`config.mk`:
```
export PLATFORM = sky130hd
export DESIGN_NAME = pwm_y_decoder
export DESIGN_NICKNAME = d
export VERILOG_FILES = /design/src/rtl/pwm_y_decoder.sv
export SDC_FILE = /design/constraint.sdc
export NUM_CORES = 1
export LEC_CHECK = 0
export ABC_CLOCK_PERIOD_IN_PS = 3700
export CORE_MARGIN = 2
export CORE_UTILIZATION = 60
export DETAILED_ROUTE_END_ITERATION = 10
export DONT_BUFFER_PORTS = 1
export GPL_ROUTABILITY_DRIVEN = 0
export GPL_TIMING_DRIVEN = 0
export PLACE_DENSITY = 0.76
export SLEW_MARGIN = 20
export SYNTH_ARGS = -nofsm -noshare
export SYNTH_HDL_FRONTEND = slang
export SYNTH_SLANG_ARGS = --single-unit
```
`constraint.sdc`:
```
create_clock -name clk -period 3.7 [get_ports clk]
set_clock_uncertainty 0.2 [all_clocks]
set_input_delay 0.555 -clock clk [delete_from_list [all_inputs] [get_ports clk]]
set_output_delay 0.555 -clock clk [all_outputs]
set_load 0.1 [all_outputs]
```
`src/rtl/pwm_y_decoder.sv`:
```
// Servo-style PWM pulse-width decoder: measures the high time of pwm_in in
// 1 us ticks and maps it to an 11-bit steering value with loss-of-signal failsafe.
module pwm_y_decoder #(
    parameter int TICK_DIV     = 100,
    parameter int PULSE_MIN_US = 1000,
    parameter int PULSE_MAX_US = 2000,
    parameter int ACC_MIN_US   = 500,
    parameter int ACC_MAX_US   = 2500,
    parameter int TIMEOUT_US   = 25000,
    parameter int Y_CENTER     = 500
) (
    input  logic        clk,
    input  logic        rst,
    input  logic        pwm_in,
    output logic [10:0] y_val,
    output logic        y_valid,
    output logic        pulse_err,
    output logic        sig_lost
);

    typedef enum logic [1:0] {
        SYNC,
        WAIT_RISE,
        HIGH
    } state_t;

    localparam int              PRE_W     = (TICK_DIV > 1) ? $clog2(TICK_DIV) : 1;
    localparam logic [PRE_W-1:0] PRE_LAST = PRE_W'(TICK_DIV - 1);
    localparam logic [14:0]     TO_LAST   = 15'(TIMEOUT_US - 1);
    localparam logic [11:0]     WIDTH_SAT = 12'hFFF;
    localparam logic [10:0]     Y_CTR     = 11'(Y_CENTER);
    localparam logic [10:0]     Y_SPAN    = 11'(PULSE_MAX_US - PULSE_MIN_US);

    state_t             state_q;
    logic               sync1_q, sync2_q, edge_q;
    logic [1:0]         fill_q;
    logic [PRE_W-1:0]   presc_q;
    logic [11:0]        width_q;
    logic [14:0]        to_q;
    logic [10:0]        y_val_q;
    logic               y_valid_q, pulse_err_q, sig_lost_q;

    logic               rise, fall, tick, to_hit, accept;
    logic [11:0]        width_meas;
    logic [10:0]        y_d;
    int                 width_int;

    assign rise   = sync2_q & ~edge_q;
    assign fall   = ~sync2_q & edge_q;
    assign tick   = (presc_q == PRE_LAST);
    // A live rising edge proves the signal is present, so it pre-empts a timeout.
    assign to_hit = tick && (to_q == TO_LAST) && !rise;

    // The tick landing on the evaluating edge still belongs to the pulse, so that
    // exactly N*TICK_DIV high cycles decode to N.
    assign width_meas = (tick && width_q != WIDTH_SAT) ? width_q + 12'd1 : width_q;

    // NOTE: every variable assigned in always_comb gets a value on every path, so no latch is inferred.
    always_comb begin
        width_int = int'({20'd0, width_meas});
        accept    = (width_int >= ACC_MIN_US) && (width_int <= ACC_MAX_US);
        y_d       = '0;
        if (width_int >= PULSE_MAX_US) begin
            y_d = Y_SPAN;
        end else if (width_int > PULSE_MIN_US) begin
            y_d = 11'(width_int - PULSE_MIN_US);
        end
    end

    // NOTE: sequential state uses non-blocking assignments so every register samples pre-edge values.
    always_ff @(posedge clk or negedge rst) begin
        if (!rst) begin
            state_q     <= SYNC;
            sync1_q     <= 1'b0;
            sync2_q     <= 1'b0;
            edge_q      <= 1'b0;
            fill_q      <= '0;
            presc_q     <= '0;
            width_q     <= '0;
            to_q        <= '0;
            y_val_q     <= Y_CTR;
            y_valid_q   <= 1'b0;
            pulse_err_q <= 1'b0;
            sig_lost_q  <= 1'b1;
        end else begin
            sync1_q   <= pwm_in;
            sync2_q   <= sync1_q;
            edge_q    <= sync2_q;
            y_valid_q <= 1'b0;

            // Reset values in the synchronizer are not real samples; SYNC waits them out.
            if (fill_q != 2'd2) begin
                fill_q <= fill_q + 2'd1;
            end

            if (rise || tick) begin
                presc_q <= '0;
            end else begin
                presc_q <= presc_q + PRE_W'(1);
            end

            if (rise || to_hit) begin
                to_q <= '0;
            end else if (tick) begin
                to_q <= to_q + 15'd1;
            end

            if (to_hit) begin
                state_q    <= SYNC;
                sig_lost_q <= 1'b1;
                y_val_q    <= Y_CTR;
            end else begin
                unique case (state_q)
                    SYNC: begin
                        if (fill_q == 2'd2 && !sync2_q) begin
                            state_q <= WAIT_RISE;
                        end
                    end
                    WAIT_RISE: begin
                        if (rise) begin
                            state_q <= HIGH;
                            width_q <= '0;
                        end
                    end
                    HIGH: begin
                        if (fall) begin
                            state_q <= WAIT_RISE;
                            if (accept) begin
                                y_val_q     <= y_d;
                                y_valid_q   <= 1'b1;
                                pulse_err_q <= 1'b0;
                                sig_lost_q  <= 1'b0;
                            end else begin
                                pulse_err_q <= 1'b1;
                            end
                        end else begin
                            width_q <= width_meas;
                        end
                    end
                    default: state_q <= SYNC;
                endcase
            end
        end
    end

    assign y_val     = y_val_q;
    assign y_valid   = y_valid_q;
    assign pulse_err = pulse_err_q;
    assign sig_lost  = sig_lost_q;

endmodule

```
==> flow_summary.ini, run 1 <==
[run_status]
status = completed

[finish]
areaGrowthSynthToFinish_pct = 7.17
diodes = 0
multi_input_area_mm2 = 0.00165
nets = 354
post-route-cell-area_mm2 = 0.00335
num-fill-cells = 433
drive_gt1_share_pct = 12.2
regArea_mm2 = 0.00139
final_cells = 415

[drt]
drc = 0
ant_nets = 0
vias_per_cell = 5.99
wl_um = 6510
drtPass1Iterations = 4
wire_per_inst_um = 15.7
drt_iter0_markers = 170
num_vias = 2487

[setup_path]
cp.arrival_ns = 3.51
path_class = flip-flop to flip-flop
cp_max_fo = 8
cp.required_ns = 3.75
cp-end-kind = flip-flop
worst_setup_path_start_kind = flip-flop

[timing]
period_needed_ns = 3.46
min_period_over_period_pct = 93.4
setup_viol = 0
layout_setup_ws_ns = 0.244
max_freq_mhz = 289
final_hold_viol_count = 0
drv_slew = 0
rsz0062_at_grt = no
tns_ns = 0
slew_headroom_pct = 38.7
max_slew.worst_pin.slew_ns = 0.920

[power]
power.total_mw = 1.28
power_density_mw_per_mm2 = 381
peakVddDrop_mv = 0.384
leakage_nw = 1.39

[global_routing]
grt-ovfl-total = 0
groute.usage.overall_pct = 24.2
grt_max_degree = 56
antenna_found_initial = 0
grt_pass1_wl_um = 11500
grt_pass1_vias = 2455

[worst_hold_path]
min_path_type = input pin to flip-flop

[clocking]
clock-sinks = 55
cts.path.max_buffers = 2
clk_latency_ns = 0.32
cts.htree.levels = 2
cts_made_buffers = 5
cts_tree = yes
cts.clk_slew.worst_paths_ns = 0.11
cts-root-buf = clkbuf_8

[logic_synthesis]
yosysSeqAreaShare_pct = 44.3
synth-edff-count = 0
yosysWarningCount = 0
syn_avg_cell_area_um2 = 9.33
synth-seq-cells = 55
ys_types = 64
syn_nets = 345
syn_area_mm2 = 0.00313
syn_inst = 335
synth_ff_type = dfrtp_1
synthArstFlopShare_pct = 100

[floorplanning]
coreArea_mm2 = 0.00507
die_w_um = 76.2
die_y_um = 76.2
die_area_mm2 = 0.00580
num_rows = 26
start_util_pct = 61.6
ios = 17

[place]
dp.cells = 405
io_buffers = 0
dpl_cell_area_mm2 = 0.00321
place_ws_ns = 0.167
hpwl_um = 4680

[flow_run]
maxCapViolCount = 0
state kept, by name, summed over array words and instances, names as in the netlist:
| signal | cells |
|---|---|
| edge_q | 1 |
| y_val | 11 |
| presc_q | 7 |
| y_valid | 1 |
| fill_q | 2 |
| sig_lost | 1 |
| sync2_q | 1 |
| sync1_q | 1 |
| state_q | 2 |
| width_q | 12 |
| to_q | 15 |
| pulse_err | 1 |
cell families after synthesis:
logic type      synth area share, %
simple gates                   25.1
compound gates                 17.3
flops                          44.3
buf+inv                        3.12
xor+xnor                       5.60
fa+ha+maj                      2.80
mux                            1.72
through the flow:
step / hold slack [ns] / util (%)
global placement: 0.0606 / 63.3
global route: 0.0448 / 66.0
CTS: 0.0526 / 65.9
floorplan: 0.0594 / -
detailed placement: 0.0606 / 63.3
finish: 0.0595 / 66.0
layout make-up:
cell class / count / area share (%)
clock inverter: 3 / 0.710
buffer: 11 / 1.46
timing repair buffer: 2 / 1.12
tap: 70 / 2.61
inverter: 13 / 1.46
multi-input combinational: 256 / 49.2
sequential: 55 / 41.4
clock buffer: 5 / 2.05
placed cells by master (no fill, tap or decap), types with 3 or more instances in the layout:
cell / count
nor2_1: 32
inv_1: 12
a2bb2oi_1: 6
clkbuf_1: 7
o21ai_0: 24
nand3_1: 24
nand4_1: 7
buf_2: 3
clkbuf_8: 5
and3_1: 5
nor3_1: 5
nand3b_1: 3
mux2_2: 3
or3_1: 6
xor2_1: 12
o31ai_1: 3
ha_1: 7
o211ai_1: 3
a21oi_1: 13
xnor2_1: 8
o22ai_1: 3
dfstp_2: 7
nand2_1: 39
dfrtp_1: 48
power by group:
group	internal, mW	switching [mW]
Sequential	0.632	0.0765
Clock	0.137	0.207
Combinational	0.0702	0.153
metal layers:
metal / wire length, um / GRT usage [%] / vias to the layer above / share of wire [%]
li1: - / - / 1232 / -
met1: 3280 / 35.4 / 1192 / 50
met2: 2820 / 36.5 / 54 / 43
met3: 342 / 4.98 / 9 / 5.3
met4: 80 / 7.27 / 0 / 1.2
met5: 0 / 0 / - / 0
critical path, cell delays in order (launching register included):
cell	delay [ns]
dfrtp_1	0.49
ha_1	0.27
nand3_1	0.26
or4_1	0.60
a41oi_1	0.47
a211oi_1	0.17
o41ai_4	0.42
nand3_1	0.14
mux2_2	0.30
nor2_2	0.08
worst paths after layout:
path / startpoint / endpoint / slack [ns] / cells after the start
setup / recovery: width_q[0] / y_val[0] / 0.24 / 9
hold / removal: pwm_in / sync1_q / 0.06 / 0
setup reg to reg: width_q[0] / y_val[0] / 0.24 / 9
hold reg to reg: sync1_q / sync2_q / 0.16 / 0
max in group asynchronous: rst / y_val[6] / 2.46 / 2
min in group asynchronous: rst / to_q[4] / 0.55 / 2
synth_stat cells (all sizes together), types with 3 or more instances:
cell / count / share of area (%)
dfrtp: 48 / 38
nand2: 39 / 4.7
nor2: 33 / 4.0
o21ai: 26 / 4.2
nand3: 24 / 3.8
a21oi: 13 / 2.1
inv: 13 / 1.6
xor2: 12 / 3.4
xnor2: 8 / 2.2
a2bb2oi: 7 / 2.2
clkbuf: 7 / 0.84
dfstp: 7 / 5.9
ha: 7 / 2.8
nand4: 7 / 1.4
nor3: 6 / 1.1
or3: 6 / 1.2
and3: 5 / 1.0
buf: 4 / 0.72
or4: 4 / 1.2
a31oi: 3 / 0.80
mux2: 3 / 1.1
nand3b: 3 / 0.72
nand4b: 3 / 1.3
nor4: 3 / 0.80
o211ai: 3 / 0.72
o22ai: 3 / 0.60
o31ai: 3 / 0.72
or2: 3 / 0.68
what timing repair did:
action                                  4_1_cts  5_1_grt
buffers inserted                              0        0
resized for setup                             0        1
hold buffers                                  2        0
endpoints found under the hold margin        55        0
endpoints found under the setup margin        0        9
Power figures use the tool's default switching activity.
==> run 2, diff against run 1 <==
- GPL_TIMING_DRIVEN: 0 -> unset
- SETUP_SLACK_MARGIN: unset -> 0.1
==> flow_summary.ini, run 2 (synthesis results as in run 1) <==
[run_status]
status = completed

[global_routing]
grt_pass1_vias = 2558
grt_max_degree = 56
grt_pass1_wl_um = 12000
antenna_found_initial = 0
grt-ovfl-total = 0
groute.usage.overall_pct = 25.5

[setup_path]
rrSetupSlack_ns = 0.35
cp.required_ns = 3.76
path_class = flip-flop to flip-flop
worst_setup_path_start_kind = flip-flop
r2r_end = y_val[0]
cp_max_fo = 7
r2r.worst_path.cells = 8
r2r_start = presc_q[2]
cp.arrival_ns = 3.41
critPathLaunch = presc_q[2]
cp-end-kind = flip-flop

[timing]
setup_viol = 0
max_freq_mhz = 298
final_hold_viol_count = 0
rsz0062_at_grt = no
drv_slew = 0
period_needed_ns = 3.35
min_period_over_period_pct = 90.5
max_slew.worst_pin.slew_ns = 0.925
tns_ns = 0
slew_headroom_pct = 38.4
hold_slack_ns = 0.0492

[clocking]
clk_latency_ns = 0.32
cts.htree.levels = 2
cts-root-buf = clkbuf_8
cts_tree = yes
cts.path.max_buffers = 2
clock-sinks = 55
cts_made_buffers = 5
cts_resized = 0
cts.clk_slew.worst_paths_ns = 0.11

[power]
power.total_mw = 1.28
power_density_mw_per_mm2 = 385
peakVddDrop_mv = 0.377
leakage_nw = 1.39

[drt]
vias_per_cell = 6.17
drc = 0
ant_nets = 0
wire_per_inst_um = 16.8
wl_um = 6890
num_vias = 2525
drt_iter0_markers = 240
drtPass1Iterations = 4

[place]
io_buffers = 0
hpwl_um = 4950

[worst_hold_path]
min_path_type = input pin to flip-flop
hold_start = pwm_in
min_path_cells = 0
min_to = sync1_q

[floorplanning]
die_area_mm2 = 0.00580
coreArea_mm2 = 0.00507
die_y_um = 76.2
ios = 17
start_util_pct = 61.6
num_rows = 26
die_w_um = 76.2

[finish]
layout_common_cells = dfrtp_1, nand2_1, nor2_1
top_register = to_q
largest_reg_flops = 15
diodes = 0
areaGrowthSynthToFinish_pct = 6.73
nets = 348
drive_gt1_share_pct = 12.4
mostFrequentLayoutCell = dfrtp_1

[flow_run]
maxCapViolCount = 0
## run 2: report_power, final
part           internal, mW  leakage, nW  switching, mW
clock network         0.141       0.0467          0.218
logic                0.0639        0.623          0.152
registers             0.632        0.719         0.0757
## run 2: worst max-delay path: stages (launching register included)
cell and delay [ns]:
dfrtp_1 0.47, or4b_4 0.59, nor4_2 0.33, mux2i_1 0.50, a21oi_1 0.16, a31oi_1 0.55, nand3_1 0.13, mux2_2 0.30
nor2_2 0.08
## run 2: final cells by class
class | count | area (um2)
inverter | 13 | 48.8
tap | 70 | 87.6
clock inverter | 3 | 27.5
timing repair buffer | 7 | 75.1
clock buffer | 5 | 68.8
multi-input combinational | 256 | 1640
fill | 406 | 1740
sequential | 55 | 1390
## run 2: per-layer routing
metal / track usage, % / routed length (um) / vias up / part of all wire [%]
li1: - / - / 1224 / -
met1: 34.1 / 3220 / 1225 / 47
met2: 42.2 / 3260 / 64 / 47
met3: 4.98 / 306 / 12 / 4.4
met4: 8.00 / 102 / 0 / 1.5
met5: 0 / 0 / - / 0
## run 2: how the worst max path moves through the flow
stage,end,slack [ns],cells past startpoint
global route,y_val[0],0.12,8
CTS,y_val[0],0.42,8
floorplan,y_val[0],0.70,8
detailed placement,y_val[0],0.44,8
global placement,y_val[0],0.48,8
finish,y_val[0],0.35,8
## run 2: per-stage QoR
| stage | cell area, um2 | std cells | utilization [%] | setup WS [ns] |
|---|---|---|---|---|
| global placement | 3200 | 399 | 63.1 | 0.477 |
| global route | 3340 | 409 | 65.7 | 0.116 |
| finish | 3340 | 409 | 65.7 | 0.350 |
| floorplan | 3130 | 335 | - | 0.698 |
| detailed placement | 3200 | 399 | 63.1 | 0.440 |
| CTS | 3340 | 409 | 65.7 | 0.418 |
## run 2: repair_timing
item / 4_1_cts / 5_1_grt
buffers inserted: 0 / 0
endpoints found under the setup margin: 0 / 0
hold endpoints to repair: 55 / 0
hold buffers: 2 / 0
==> run 3, diff against run 2 <==
- ABC_AREA: unset -> 1
- CORE_MARGIN: 2 -> 1.5
==> flow_summary.ini, run 3 <==
[clocking]
cts-root-buf = clkbuf_8
postCtsSetupRepairBufs = 0
cts_resized = 0
clock-sinks = 55
cts_made_buffers = 5
clk_latency_ns = 0.32
cts.clk_slew.worst_paths_ns = 0.10
cts_tree = yes
cts_hold_buffers = 2
cts.htree.levels = 2
cts.path.max_buffers = 2

[global_routing]
grt_pass1_vias = 2983
gr-usage-met1_pct = 33.8
grt_pass1_wl_um = 13000
grt-busiest-layer = met2
grt_max_degree = 56
antenna_found_initial = 0
gr-usage-met3_pct = 4.19
groute.usage.overall_pct = 26.4
globalRouteMet2Util_pct = 44.0
grt-ovfl-total = 0

[flow_run]
maxCapViolCount = 0

[floorplanning]
start_util_pct = 62.0
die_area_mm2 = 0.00612
die_w_um = 78.2
num_rows = 27
coreArea_mm2 = 0.00547
die_y_um = 78.2
ios = 17

[logic_synthesis]
yosysTopAreaCell = dfrtp_1
synthArstFlopShare_pct = 100
synth-seq-cells = 55
ys_types = 34
yosys.area_share.xor_xnor_pct = 1.55
synth_area_leaders = dfrtp_1, nand2_1, inv_1
yosys.area_share.simple_pct = 38.0
syn_avg_cell_area_um2 = 7.30
syn_area_mm2 = 0.00340
synth-edff-count = 0
syn_nets = 475
netlist_top_cells_count = nand2_1, inv_1, dfrtp_1, nand3_1, nor2_1
yosysSeqAreaShare_pct = 40.8
synth_ff_type = dfrtp_1
synthMuxAreaShare_pct = 0
yosysWarningCount = 0
synth_fa_ha_area_share_pct = 2.58
syn_inst = 465
synth_compound_area_share_pct = 8.18
synth.most_common_cell = nand2_1
synth_top_family_by_area = simple AND/OR/NAND/NOR gates
synth_top_cell_area_share_pct = 35.4

[timing]
tns_ns = 0
rsz0062_at_grt = no
slew_headroom_pct = 39.0
max_freq_mhz = 343
min_period_over_period_pct = 78.7
drv_slew = 0
max_slew.worst_pin.slew_ns = 0.915
setup_viol = 0
period_needed_ns = 2.91
final_hold_viol_count = 0
hold_slack_ns = 0.0561

[drt]
vias_per_cell = 5.60
drtPass1Iterations = 5
wire_per_inst_um = 13.8
drt_iter0_markers = 206
ant_nets = 0
drc = 0
num_vias = 3027
wl_um = 7470

[finish]
nets = 478
fin_util_pct = 65.2
mostFrequentLayoutCell = nand2_1
drive_gt1_share_pct = 11.1
layout_common_cells = nand2_1, inv_1, dfrtp_1
final_cells = 541
top_register = to_q
num-fill-cells = 498
largest_reg_flops = 15
areaGrowthSynthToFinish_pct = 5.16
diodes = 0

[place]
hpwl_um = 5440
dp.cells = 531
io_buffers = 0

[power]
power.internal_uw = 868
p_clk_share_pct = 27.4
leakage_nw = 1.76
peakVddDrop_mv = 0.276
combPwrFrac_pct = 18.3
pwr-share-seq_pct = 54.3
switchingPower_uw = 453
power_density_mw_per_mm2 = 370
p_sw_share_pct = 34.3

[setup_path]
cp.required_ns = 3.71
cp-end-kind = flip-flop
critPathLaunch = presc_q[0]
cp.arrival_ns = 2.92
r2r_start = presc_q[0]
worst_setup_path_start_kind = flip-flop
cp_max_fo = 17
path_class = flip-flop to flip-flop

[run_status]
status = completed

[worst_hold_path]
min_path_type = input pin to flip-flop
hold_start = pwm_in
run 3: layer usage:
metal / wire, um / vias to the layer above
li1: - / 1508
met1: 3330 / 1413
met2: 3630 / 85
met3: 306 / 21
met4: 195 / 0
met5: 0 / -
run 3: worst paths after layout:
check / cells past startpoint / end / slack [ns]
worst max-delay path: 13 / to_q[14] / 0.79
worst min-delay path: 0 / sync1_q / 0.06
worst max register to register: 13 / to_q[14] / 0.79
worst min register to register: 0 / sync2_q / 0.17
max in group asynchronous: 2 / y_val[6] / 2.46
min in group asynchronous: 2 / width_q[2] / 0.53
run 3: power by group through the flow:
stage               registers [mW]  logic [mW]  clock network [mW]
detailed placement           0.728       0.221                   0
floorplan                    0.719       0.172                   0
global placement             0.726       0.210                   0
CTS                          0.717       0.239               0.368
finish                       0.717       0.241               0.362
global route                 0.723       0.274               0.387
run 3: cells by family after synthesis:
kind of cell               count (synthesis)
DFF                                       55
xor gates and xnor gates                   6
and+or+nand+nor                          276
AOI/OAI and AO/OA                         48
buffers and inverters                     73
adders and majority gates                  7
run 3: stage by stage:
stage | setup slack [ns] | power [mW] | area, um2
after floorplan | 1.33 | 0.892 | 3400
final | 0.786 | 1.32 | 3570
after detailed placement | 0.843 | 0.949 | 3430
after global routing | 0.414 | 1.38 | 3570
after global placement | 0.965 | 0.936 | 3430
after CTS | 0.785 | 1.32 | 3570
run 3: critical path: stages, from the launching register on:
cell     delay, ns
dfrtp_1       0.38
ha_1          0.21
inv_1         0.08
nor2_1        0.10
nand3_1       0.21
nand2_1       0.45
nand4_1       0.21
nor2_1        0.17
nand3_1       0.12
nor2_1        0.18
nand3_1       0.14
nor2_1        0.14
xor2_1        0.17
nor2_1        0.05
run 3: area by class of cell:
cell class / instances / area [um2] / area share (%)
clock buffer: 6 / 82.6 / 2.31
inverter: 67 / 251 / 7.04
clock inverter: 2 / 16.3 / 0.456
sequential: 55 / 1390 / 38.8
multi-input combinational: 337 / 1710 / 47.8
timing repair buffer: 2 / 37.5 / 1.05
tap: 72 / 90.1 / 2.52
